--- config.mk ---
export PLATFORM = sky130hd
export DESIGN_NAME = fas_serial_alu
export DESIGN_NICKNAME = d
export VERILOG_FILES = /design/src/rtl/fas_serial_alu.sv
export SDC_FILE = /design/constraint.sdc
export NUM_CORES = 1
export LEC_CHECK = 0
export ABC_CLOCK_PERIOD_IN_PS = 3380
export CAP_MARGIN = 20
export CORE_MARGIN = 3
export CORE_UTILIZATION = 54
export DETAILED_ROUTE_END_ITERATION = 6
export GPL_TIMING_DRIVEN = 0
export HOLD_SLACK_MARGIN = 0.03
export PLACE_DENSITY = 0.8
export SLEW_MARGIN = 20
export SYNTH_ARGS = -nofsm -noshare
export SYNTH_HDL_FRONTEND = slang
export SYNTH_SLANG_ARGS = --single-unit
--- constraint.sdc ---
create_clock -name clk -period 3.38 [get_ports clk]
set_clock_uncertainty 0.05 [all_clocks]
set_input_delay 1.014 -clock clk [delete_from_list [all_inputs] [get_ports clk]]
set_output_delay 1.014 -clock clk [all_outputs]
set_load 0.01 [all_outputs]
--- src/rtl/fas_serial_alu.sv ---
// Bit-serial add/subtract unit: one full adder/subtractor cell, LSB first, start/done handshake.
// Optional macro FAS_SERIAL_OVF_EN enables the signed-overflow flag; otherwise ovf is tied to 0.
module fas_serial_alu #(
  parameter int WIDTH = 8
) (
  input  logic             clk,
  input  logic             rst_n,
  input  logic             start,
  input  logic [WIDTH-1:0] a_in,
  input  logic [WIDTH-1:0] b_in,
  input  logic             a_ns,
  output logic             busy,
  output logic             done,
  output logic [WIDTH-1:0] result,
  output logic             cout,
  output logic             ovf
);

  localparam int CW = (WIDTH > 1) ? $clog2(WIDTH) : 1;
  localparam logic [CW-1:0] LAST_BIT = CW'(WIDTH - 1);

  typedef enum logic [1:0] {
    IDLE,
    SHIFT,
    DONE
  } state_t;

  state_t           state_q;
  logic [WIDTH-1:0] a_q;
  logic [WIDTH-1:0] b_q;
  logic [WIDTH-1:0] result_q;
  logic [CW-1:0]    cnt_q;
  logic             add_q;
  logic             c_q;
  logic             busy_q;
  logic             done_q;
  logic             cout_q;

  logic             a_bit;
  logic             b_bit;
  logic             sum_d;
  logic             carry_d;

  // The single adder/subtractor slice; c_q is carry for add and borrow for subtract.
  assign a_bit   = a_q[0];
  assign b_bit   = b_q[0];
  assign sum_d   = a_bit ^ b_bit ^ c_q;
  assign carry_d = add_q ? ((a_bit & b_bit) | (c_q & (a_bit ^ b_bit)))
                         : ((~a_bit & b_bit) | (c_q & ~(a_bit ^ b_bit)));

`ifdef FAS_SERIAL_OVF_EN
  logic ovf_q;
  logic ovf_d;

  // Only meaningful on the MSB step, where a_bit/b_bit/sum_d are the sign bits.
  assign ovf_d = add_q ? (c_q ^ carry_d)
                       : ((a_bit != b_bit) & (sum_d != a_bit));
  assign ovf   = ovf_q;
`else
  assign ovf = 1'b0;
`endif

  // NOTE: all state here uses non-blocking assignments so every register samples pre-edge values.
  always_ff @(posedge clk or negedge rst_n) begin
    if (!rst_n) begin
      state_q  <= IDLE;
      a_q      <= '0;
      b_q      <= '0;
      result_q <= '0;
      cnt_q    <= '0;
      add_q    <= 1'b0;
      c_q      <= 1'b0;
      busy_q   <= 1'b0;
      done_q   <= 1'b0;
      cout_q   <= 1'b0;
`ifdef FAS_SERIAL_OVF_EN
      ovf_q    <= 1'b0;
`endif
    end else begin
      case (state_q)
        IDLE: begin
          done_q <= 1'b0;
          if (start) begin
            a_q     <= a_in;
            b_q     <= b_in;
            add_q   <= a_ns;
            c_q     <= 1'b0;
            cnt_q   <= '0;
            busy_q  <= 1'b1;
            state_q <= SHIFT;
          end
        end

        SHIFT: begin
          result_q <= {sum_d, result_q[WIDTH-1:1]};
          a_q      <= a_q >> 1;
          b_q      <= b_q >> 1;
          c_q      <= carry_d;
          if (cnt_q == LAST_BIT) begin
            cout_q  <= carry_d;
`ifdef FAS_SERIAL_OVF_EN
            ovf_q   <= ovf_d;
`endif
            busy_q  <= 1'b0;
            done_q  <= 1'b1;
            state_q <= DONE;
          end else begin
            cnt_q <= cnt_q + 1'b1;
          end
        end

        DONE: begin
          done_q  <= 1'b0;
          state_q <= IDLE;
        end

        default: begin
          busy_q  <= 1'b0;
          done_q  <= 1'b0;
          state_q <= IDLE;
        end
      endcase
    end
  end

  assign busy   = busy_q;
  assign done   = done_q;
  assign result = result_q;
  assign cout   = cout_q;

endmodule

== Word-level counts from Yosys, hierarchy flattened ==
Index checks and enable logic that the tools add are counted.
Cells by class
  $add $sub $neg: 1
  multipliers: 0
  div/mod/pow operators: 0
  $lt $le $gt $ge: 0
  eq/ne operators: 6
  shift operators: 0
  multiplexer cells: 18
  bitwise gates (word level): 11
  reduce and logical (&&, ||, !) cells: 8
Operators with widths (number)
  8-bit one-hot mux with 2 select lines: 2
  8-bit two-way mux: 2
  2-bit AND reduction: 4
  1-bit two-way mux: 6
  3-bit two-way mux: 2
  2-bit != test (second input constant): 3
  3-bit one-hot mux with 2 select lines: 1
  3-bit AND reduction: 2
  1-bit AND: 4
  2-bit two-way mux: 2
  2-bit one-hot mux with 2 select lines: 1
  3-bit by 1-bit adder with 3-bit output (second input constant): 1
  3-bit equality test (second input constant): 1
  1-bit NOT: 3
  1-bit one-hot mux with 3 select lines: 1
  2-bit by 1-bit equality test with 1-bit output (second input constant): 1
  2-bit equality test (second input constant): 1
  2-bit logical NOT: 1
  1-bit bitwise OR: 2
  1-bit one-hot mux with 2 select lines: 1
  2-bit nonzero test: 1
  1-bit XOR: 2
Storage, ports and cells
  register bits after elaboration: 34
  latch bits: 0
  memory bits (writable): 0
  ROM bits: 0
  input bits: 20
  output and inout bits: 12
  logic and storage cells: 54
  memories: 0

== Logic depth before layout (Yosys ltp) ==
Gate-level depths: netlist of run 1.
  depth in word-level cells: 6
  mapped depth: 6
  gate-level depth less buffers: 5

== Worst setup path before layout of run 1 ==
No wires, ideal clock.
  path type: input -> register
  start: in start
  end: reg add_q
  setup time: 125 ps
  data arrival time: 1604 ps
  data required time: 3205 ps
  slack: 1601 ps
  stages on the path: 4
  buffers on the path: 1
  cells stage by stage: nand2b_1 buf_2 nor2_1 mux2_2
On the way
  longest elaborated chain between the ends: 1
RTL lines
  from (decl): RTL line 8  | input logic start,
  2-bit AND reduction (no line)
  to (signal assigned): RTL line 86  | add_q <= a_ns;
  to (decl): RTL line 33  | logic add_q;
No other way between the ends.
A chain may end at the register's enable or synchronous reset.

== Final worst setup path of run 1 ==
  start: reg result_q[6] (netlist: result[6])
  end: out result[6]
RTL lines
  from (decl): RTL line 31  | logic [WIDTH-1:0] result_q;
  from (signal assigned): RTL line 95  | result_q <= {sum_d, result_q[WIDTH-1:1]};
  to (decl): RTL line 14  | output logic [WIDTH-1:0] result,
No word-level cell between the ends.

==> results of run 1 <==
worst max path at each step:
stage	start	end	slack (ns)	cells after the start
6_report	result[6]	result[6]	1.05	1
3_5_place_dp	start	add_q	0.87	5
4_1_cts	result[2]	result[2]	1.04	1
5_1_grt	result[6]	result[6]	0.99	1
3_3_place_gp	rst_n	b_q[1]	0.58	1
2_1_floorplan	start	add_q	1.60	4
cells by family after synthesis:
family	share of synthesized area
simple gates	0.1589
compound gates	0.1798
flops	0.5457
buf+inv	0.05055
fa+ha+maj	0.04173
mux	0.02087
other cells	0.002405
synth_stat cells, drive strengths merged:
cell type and n:
a21oi 9, a22o 1, a22oi 1, a2bb2oi 2, and2 1, buf 9, clkbuf 1, clkinv 1
conb 1, dfrtp 34, fa 2, ha 2, inv 4, mux2 2, mux2i 1, nand2 31
nand2b 3, nand3 1, nand3b 5, nor2 7, nor2b 2, nor3b 2, o21ai 7, o21bai 1
o221a 5, o22ai 15, o311ai 1, or2b 1
stage by stage:
stage	util	worst slack (ns)	hold WS [ns]	cells	power, mW
2_1_floorplan	-	1.601	0.4243	152	1.195
3_3_place_gp	0.7261	0.5795	0.4079	212	1.435
3_5_place_dp	0.7347	0.8713	0.4115	213	1.492
4_1_cts	0.7648	1.042	0.4354	221	1.766
5_1_grt	0.7648	0.9872	0.4535	221	1.905
6_report	0.7648	1.046	0.4314	221	1.753
layout make-up:
cell class | count | area, sq um | share of cell area
Sequential cell | 34 | 850.8 | 0.4258
Multi-Input combinational cell | 103 | 629.4 | 0.3150
Timing Repair Buffer | 31 | 322.8 | 0.1616
Clock buffer | 8 | 78.83 | 0.03945
Buffer | 10 | 60.06 | 0.03006
Tap cell | 30 | 37.54 | 0.01879
Inverter | 5 | 18.77 | 0.009393
cells in the final DEF, fill, tap and decap left out, types with 3 or more instances in the layout:
cell	n
nand2_1	31
clkbuf_4	5
o21ai_0	7
clkbuf_8	3
dfrtp_1	34
clkdlybuf4s50_1	29
nand2b_1	3
o22ai_1	15
inv_1	4
a21oi_1	9
nor2_1	7
buf_2	7
nand3b_1	5
o221a_2	5
registers in the layout, summed over array words and instances, names as in the netlist:
signal,cells
add_q,1
cout,1
done,1
c_q,1
cnt_q,3
b_q,8
result,8
a_q,8
busy,1
state_q,2
metal layers:
metal | vias to the layer above | track usage | share of wire
met5 | - | 0 | 0
met4 | 0 | 0.06962 | 0.018
met3 | 8 | 0.07775 | 0.066
met2 | 33 | 0.3519 | 0.50
met1 | 597 | 0.2876 | 0.41
li1 | 613 | - | -
power by group through the flow:
stage          logic [mW]  registers [mW]  clock network [mW]
2_1_floorplan       0.465           0.731                   0
3_3_place_gp        0.715           0.720                   0
3_5_place_dp        0.759           0.732                   0
4_1_cts             0.765           0.722               0.278
5_1_grt             0.851           0.753               0.300
6_report            0.753           0.724               0.276
==> summary by stage, run 1 <==
Floorplan
The area enclosed by the die boundary is between 3000 and 4000 sq um. The starting density of the core is 0.5967. The die is approximately 60 um wide.

The y dimension of the die is about 60 um. The total I/O pin count is 32. The placeable core region is approximately 2600 sq um. After floorplanning, the core was divided into 18 placement rows.

Global routing
The wire length of the first global-routing pass is ~5800 um. The total routing resource utilization after global routing is 0.2225. The number of global-route vias before repair is between 1000 and 1500. The largest net degree at the start of global routing is 21.

Summed over all layers, the global routing overflow is 0. The initial antenna violation count is 0.

Critical path
For this run, the slowest stage of the critical path takes 0.55 ns. At the worst endpoint, the arrival time is 1.27 ns. The slowest cell on the critical path is clkdlybuf4s50_1. In this run the critical register-to-register path is captured at cout. The number of buffer and inverter stages on the critical path is 1.

The critical path goes through clkdlybuf4s50_1. The class of the most critical setup path is flip-flop to output port. The element type at the critical path end is an output port.

The worst register-to-register path begins at cnt_q[0]. STA classifies the critical path startpoint as a flip-flop. The cell family contributing the most delay on the critical path is buffers and inverters. For the worst setup path, the data required time is approximately 2.3 ns. Measured in cells, the most critical reg-to-reg path has a length of 5.

Along the worst path, the maximum fanout reaches 3. Across all register-to-register paths, the minimum setup slack is 1.66 ns.

Pwr
The portion of total power attributed to sequential cells is 0.413. The worst IR drop on VDD is 0.6299 mV. The switching power is about 630 uW. Of the total power, combinational logic draws 0.430. The total power divided by cell area is 877.3 nW/um^2. Cell internal power was estimated by the tool at approximately 1.1 mW. The static leakage is 0.9043 nW. The net switching share of the total power is 0.3616. The share of power burned in the clock network is 0.157.

Synthesis
The post-synthesis cell area is between 1500 and 2000 sq um. The synthesized netlist contains 31 unique library cells. The number of nets in the synthesized netlist is 176.

The count of state elements after synthesis is 34. Sorting the synthesized cells by area gives the leading types as dfrtp_1 55%, nand2_1 7.5%, o22ai_1 6.0%. The sequential element share of the synthesized area is 0.5457. In the synthesized netlist, the number of instances is 152.

The warning count from the yosys run is 0. The synthesized area per cell is 10.26 sq um. The largest total area in the synthesized netlist belongs to dfrtp_1.

The top-area cell type share of the netlist area is 0.5457.

Run
The number of max-cap violations is 0.

CTS
The maximum level of the CTS H-tree is 2. The later pin in the worst-skew pair is clocked with a latency of 0.34 ns. The total number of clock tree sinks is 34. The number of hold buffers added after CTS was 0.

The clock tree from TritonCTS is yes. The number of instances resized during post-cts repair is 0. The root buffer cell is clkbuf_4. In this run the deepest clock path goes through 2 buffers. In this run, CTS created clock tree buffers numbering 5. The clock transition at the registers of the reported paths is roughly 0.10 ns. After clock tree synthesis, the setup repair step added 0 buffers.

Worst hold path
The startpoint identified for the worst hold timing path is result[0]. The min-delay analysis places its worst path in the category flip-flop to flip-flop. The worst hold path terminates at result[0]. The worst hold path passes through 2 cells.

STA
The final period utilization is 0.6904. At the pin with the least slew margin, the transition time is 0.4977 ns. The final count of negative-setup-slack endpoints is 0. The max-slew violation count is 0. The number of hold violations in the final report is 0. The achievable clock frequency is 428.5 MHz. The minimum period implied by the final worst setup slack is around 2.3 ns.

The worst relative slew slack is 0.6675. The setup TNS is 0 ns. Setup repair after global routing left no endpoint under its margin.

Drt
The total number of vias is 1251. After detailed routing, the number of remaining DRC violations is 0. Wires add up to 3414 um. Once detail routing completed, the nets flagged for antenna violations numbered 0.

The count of TritonRoute iterations in the first routing pass is 4. The via density per instance is around 5.7. The detailed router's first-iteration violation count is 72. Dividing the detail-routed wire length by the instance count gives 15.45 um.

Placed design
The count of buffers added on input and output ports is 30. Once placement finished, the instance area stood at 1919 sq um. The routability congestion estimate is 0.8045. Summed over all nets, the half-perimeter wirelength after detailed placement is 2500 um.

Layout
The total non-filler cell area in the finished layout is between 1500 and 2000 sq um. From synthesis to final layout, the design area changed by 28.17%. The total inserted antenna cells is 0.

The share of post-route cells with drive strength above 1 is 0.1361. The final layout contains 214 nets. The fill cell total of the finished layout is 202.

Run status
The run finished with clean final reports.
No activity file was read; power rests on OpenSTA's default activity.
==> inputs of run 2 (changes only) <==
Settings changed: ABC_CLOCK_PERIOD_IN_PS 3380 to 2200, CORE_UTILIZATION 54 to 50, PLACE_DENSITY 0.8 to 0.74.
Clock period 3.38 ns to 2.2 ns, I/O delays scaled along.
==> summary by stage, run 2 (synthesis results as in run 1) <==
CTS
The root buffer cell chosen for the clock tree is clkbuf_4. The number of instances resized during post-cts repair is 0. After clock tree synthesis, the clock-pin slew on the worst setup and hold paths is 0.11 ns.

The clock tree from TritonCTS is yes. Once the clock tree was built, the setup fixing pass inserted 0 buffers. The clock network latency to the later pin of the worst-skew pair is roughly 0.35 ns. The number of buffers inserted for hold repair after clock tree synthesis is 0. No sink is reached through more buffers than the 2 on the longest clock path.

The maximum level of the CTS H-tree is 2. Counting the buffers created by CTS gives 5. CTS saw 34 sinks.

Layout
At the end of the flow, the number of nets in the layout was 214. The share of post-route cells with drive strength above 1 is 0.1309. The combined flip-flop and latch cell area is around 850 sq um. Summing all multi-input logic gate instances after layout gives 629.4 sq um.

The library cells used most frequently in the layout, excluding fill and tap cells, are 34 x dfrtp_1, 31 x nand2_1, 29 x clkdlybuf4s50_1. 0 antenna diodes ended up in the layout. The fill cell total of the finished layout is 253. The library cell used most frequently in the layout, excluding fill and tap cells, is dfrtp_1.

The area growth from synthesis to layout is 26.56%.

Run status
The flow ran to the end, and the final reports show no timing, DRC or antenna violations.

Drt
Wires add up to 3395 um. The pre-antenna-repair detailed-routing pass consisted of 4 iterations. The routed layout has approximately 1300 vias. After detailed routing, the average wire length per cell comes to 15.29 um. The detail route stage leaves a number of antenna-violating nets equal to 0. The first routing iteration left 60 violations. The via density per instance is 5.811. The number of DRC violations after detailed routing is 0.

Floorplan
The placeable core region is 2853 sq um. 32 I/O pins were placed. The standard-cell row count is 19. The initial utilization of the core area, before any placement, comes to 0.5465. The area enclosed by the die boundary is ~3800 sq um. The floorplan step set the die width to 61.84 um. The y dimension of the die is 61.84 um.

Critical path
STA classifies the critical path startpoint as a flip-flop. For this run, the slowest stage of the critical path takes 0.54 ns. Walking the worst path, the cells encountered are clkdlybuf4s50_1. The data arrival time of the critical path is 1.26 ns. Grouping stages by cell kind, the critical path spends the most delay in buffers and inverters. The slowest cell on the critical path is clkdlybuf4s50_1.

The element type at the critical path end is an output port. The data required time at the worst endpoint is roughly 1.5 ns. The number of buffer and inverter stages on the critical path is 1.

The setup path with the least slack is of type flip-flop to output port. Along the worst path, the maximum fanout reaches 3.

Worst hold path
The path class of the lowest-slack min-delay path is input pin to async pin.

Global routing
The initial antenna violation count is 0. The sum of overflow across all layers after global routing is 0. The total routing resource utilization after global routing is 0.2107. The first global-routing pass estimated roughly 5800 um of wire. The largest net degree at the start of global routing is 35. The number of global-route vias before repair is 1223.

STA
Across all hold checks on the routed design, the worst slack comes to about 0.20 ns. The final period utilization is 0.8977. The worst pin sits at a relative slew slack of 0.6672.

The number of hold violations in the final report is 0. The routed design could run at a clock period as short as 1.975 ns. The achievable clock frequency is 506.3 MHz. The final count of negative-setup-slack endpoints is 0. Setup repair after global routing left no endpoint under its margin. The max-slew violation count came to 0.

At the pin with the least slew margin, the transition time is 0.4974 ns.

Pwr
The overall power is 2.634 mW. VDD sags by at most around 0.62 mV. The total power divided by cell area is approximately 1300 nW/um^2. For this design the static power due to leakage is 0.8918 nW.

Run
The tool flagged a number of max-cap violations equal to 0.

Placed design
The count of input and output buffers is 30. The wire-length estimate of the detail-placed layout is 2390 um. Routability-driven placement finished with a final weighted congestion of 0.7828.
[run 2: changes by cell type in the layout (fill, tap and decap cells not counted)]
cell	before	now
clkbuf_8	3	1
buf_12	0	1
clkinv_2	0	1
clkbuf_1	1	2
buf_16	1	0
[run 2: where the power goes]
group / internal, mW / total [mW] / switching (mW)
clock: 0.155 / 0.365 / 0.210
combinational: 0.590 / 1.16 / 0.565
sequential: 0.910 / 1.11 / 0.205
total: 1.65 / 2.63 / 0.979
[run 2: final cells by class]
cell class,instances,area share
Timing Repair Buffer,31,0.1598
Sequential cell,34,0.4312
Inverter,5,0.009512
Tap cell,31,0.01966
Buffer,10,0.03044
Multi-Input combinational cell,103,0.3190
Clock inverter,1,0.002536
Clock buffer,7,0.02790
[run 2: routing by layer]
layer  track usage  wire [um]  vias up
li1              -          -      608
met1        0.2797       1525      643
met3       0.04959        168        8
met4        0.1000         73        0
met5             0          0        -
met2        0.3259       1628       31
[run 2: final timing paths]
kind,to,slack [ns],start,depth (start not counted)
worst max-delay path,result[5],0.23,result[5],1
worst min-delay path,a_q[1],0.20,rst_n,2
worst max register to register,cout,0.51,cnt_q[0],5
worst min register to register,result[0],0.44,result[0],2
max in group asynchronous,b_q[7],1.72,rst_n,2
min in group clk,result[0],0.44,result[0],2
[run 2: metrics by stage]
stage          setup TNS (ns)    util  cells  instance area (sq um)  setup WS, ns
3_5_place_dp                0  0.6706    214                   1913       0.04687
2_1_floorplan               0       -    152                   1559        0.6705
6_report                    0  0.6917    222                   1973        0.2251
5_1_grt                     0  0.6917    222                   1973        0.1632
3_3_place_gp           -7.776  0.6654    213                   1898       -0.2302
4_1_cts                     0  0.6917    222                   1973        0.2042
==> inputs of run 3 (changes only) <==
Settings changed: CELL_PAD_IN_SITES_DETAIL_PLACEMENT set to 0, CELL_PAD_IN_SITES_GLOBAL_PLACEMENT set to 2, CORE_UTILIZATION 50 to 31, PLACE_DENSITY 0.74 to 0.73.
==> summary by stage, run 3 (synthesis results as in run 1) <==
STA
The final period utilization is 0.8699. The number of hold violations in the final report is 0. The max-slew violation count came to 0. The final critical-path setup slack is 0.2861 ns. Setup repair after global routing left no endpoint under its margin.

At the pin with the least slew margin, the transition time is between 0.5 and 0.6 ns. The worst hold slack is 0.1611 ns. After routing, the total negative slack on setup checks comes to 0 ns. Measured against its own limit, the worst slew margin works out to 0.6553. The clock period could shrink to 1.914 ns.

Setup violations remaining at the end of the flow were counted as 0. The achievable clock frequency is 522.5 MHz.

Global routing
The sum of overflow across all layers after global routing is 0. The first global-routing pass estimated approximately 6200 um of wire. The number of global-route vias before repair was ~1200. In the global route stage, overall resource usage came out at 0.1319. The initial antenna violation count came to 0. Entering global routing, the biggest net connects 29 pins.

CTS
No sink is reached through more buffers than the 2 on the longest clock path. The total number of clock tree sinks is 34. Clock tree synthesis inserted a total of 5 buffers. The H-tree was split into 2 levels.

The count of buffers added by post-CTS timing repair for setup is 0. Post-CTS repair changed the size of 0 cells. The number of buffers inserted for hold repair after clock tree synthesis is 0.

TritonCTS built the clock tree. At the later pin of the worst-skew pair, clock insertion delay measures a little under 0.3 ns. The clock transition at the registers of the reported paths is 0.08 ns. The root buffer cell is clkbuf_8.

Critical path
The number of buffer and inverter stages on the critical path is 1. The data arrival time of the critical path is about 1.2 ns. Along the worst path, the maximum fanout reaches 3. The total number of cells along the worst setup path is 1.

Data on the critical path is required at its endpoint by 1.49 ns. STA classifies the critical path endpoint as an output port. The kind of launch point of the worst setup path is a flip-flop.

The slowest cell on the critical path is clkdlybuf4s50_1. The number of cells on the worst reg-to-reg path is 5. The signal on the critical path passes through clkdlybuf4s50_1. The worst setup path is of the flip-flop to output port kind. For this run, the slowest stage of the critical path takes 0.54 ns. In this design, the largest share of critical-path delay is due to buffers and inverters.

Layout
The number of antenna diodes in the final layout is 0. With fillers left out, the area of the finished cells amounts to 2101 sq um. Of the cells placed in the final design, the portion with a size suffix greater than 1 is 0.1361. For this run, the post-layout net count is 214. The library cell used most frequently in the layout, excluding fill and tap cells, is dfrtp_1. The area growth from synthesis to layout is 34.75%. The final cell utilization of the core is 0.4390.

For this run, the number of standard cells in the final layout without fillers is 258. The top cell types in the final layout, fill and taps aside, are 34 x dfrtp_1, 31 x nand2_1, 29 x clkdlybuf4s50_1.

Placed design
The count of input and output buffers is 30. Counting tap cells, the placed design contains a total of 250 instances. The detailed placement HPWL is 2533 um. The worst-case setup slack after placement is around 0.019 ns. Routability-driven placement finished with a final weighted congestion of 0.7463. The placed instances occupy a cell area of 1958 sq um.

Drt
The pre-antenna-repair detailed-routing pass consisted of 5 iterations. Summing over every cut layer, the via total after detailed routing is 1265. The number of DRC violations after detailed routing is 0. The detailed router's first-iteration violation count is 105. The remaining number of nets flagged by the antenna check after routing is 0. The aggregate routed wire length is 3645 um.

In the routed layout, each cell is associated on average with a via count of 4.903. The detail-routed net length per standard cell is 14.13 um.

Pwr
The static leakage is about 0.93 nW. The total power divided by cell area is 1418 nW/um^2. The worst IR drop on VDD is 0.5683 mV. Power comes to a little under 3 mW.

Worst hold path
The tightest min-delay check is of the input pin to async pin type.

Floorplan
For this configuration, the core starts out at a cell density of 0.3258. The y dimension of the die is just under 80 um. The area enclosed by the die boundary is 5916 sq um. Measured along the x axis, the die boundary spans 76.92 um.

Row generation in the floorplan step produced 25 rows. The total I/O pin count is 32. The total area inside the core boundary comes to 4786 sq um.

Run
The number of max-cap violations is 0.

Run status
The run finished with clean final reports.
## run 3: changes by cell type in the layout (fill, tap and decap cells not counted), sizes merged
cell    change
bufinv      +2
clkinv      -1
clkbuf      -1
## run 3: final cells by class
| type | instances | area (sq um) |
|---|---|---|
| inverters | 5 | 18.77 |
| multi-input cells | 103 | 629.4 |
| flip-flops and latches | 34 | 850.8 |
| clock inverters | 2 | 60.06 |
| clock buffers | 6 | 82.58 |
| well taps | 67 | 83.83 |
| repair buffers | 31 | 315.3 |
| plain buffers | 10 | 60.06 |
| fillers | 465 | 2685 |
## run 3: worst paths after layout
kind,start,endpoint,slack (ns)
min reg2reg,result[0],result[0],0.43
max reg2reg,cnt_q[0],cout,0.52
min,rst_n,result[0],0.16
max,result[4],result[4],0.29
max in group asynchronous,rst_n,b_q[3],1.52
min in group clk,result[0],result[0],0.43
## run 3: where the power goes
group,internal [mW],total (mW),switching [mW]
Sequential,0.911,1.12,0.205
Clock,0.483,0.718,0.234
Combinational,0.586,1.14,0.558
## run 3: layer usage
metal | global-route usage | vias to the layer above | share of wire | wire, um
li1 | - | 605 | - | -
met4 | 0.05797 | 0 | 0.018 | 67
met1 | 0.1855 | 618 | 0.51 | 1843
met2 | 0.1899 | 34 | 0.43 | 1563
met3 | 0.03404 | 8 | 0.047 | 170
met5 | 0 | - | 0 | 0
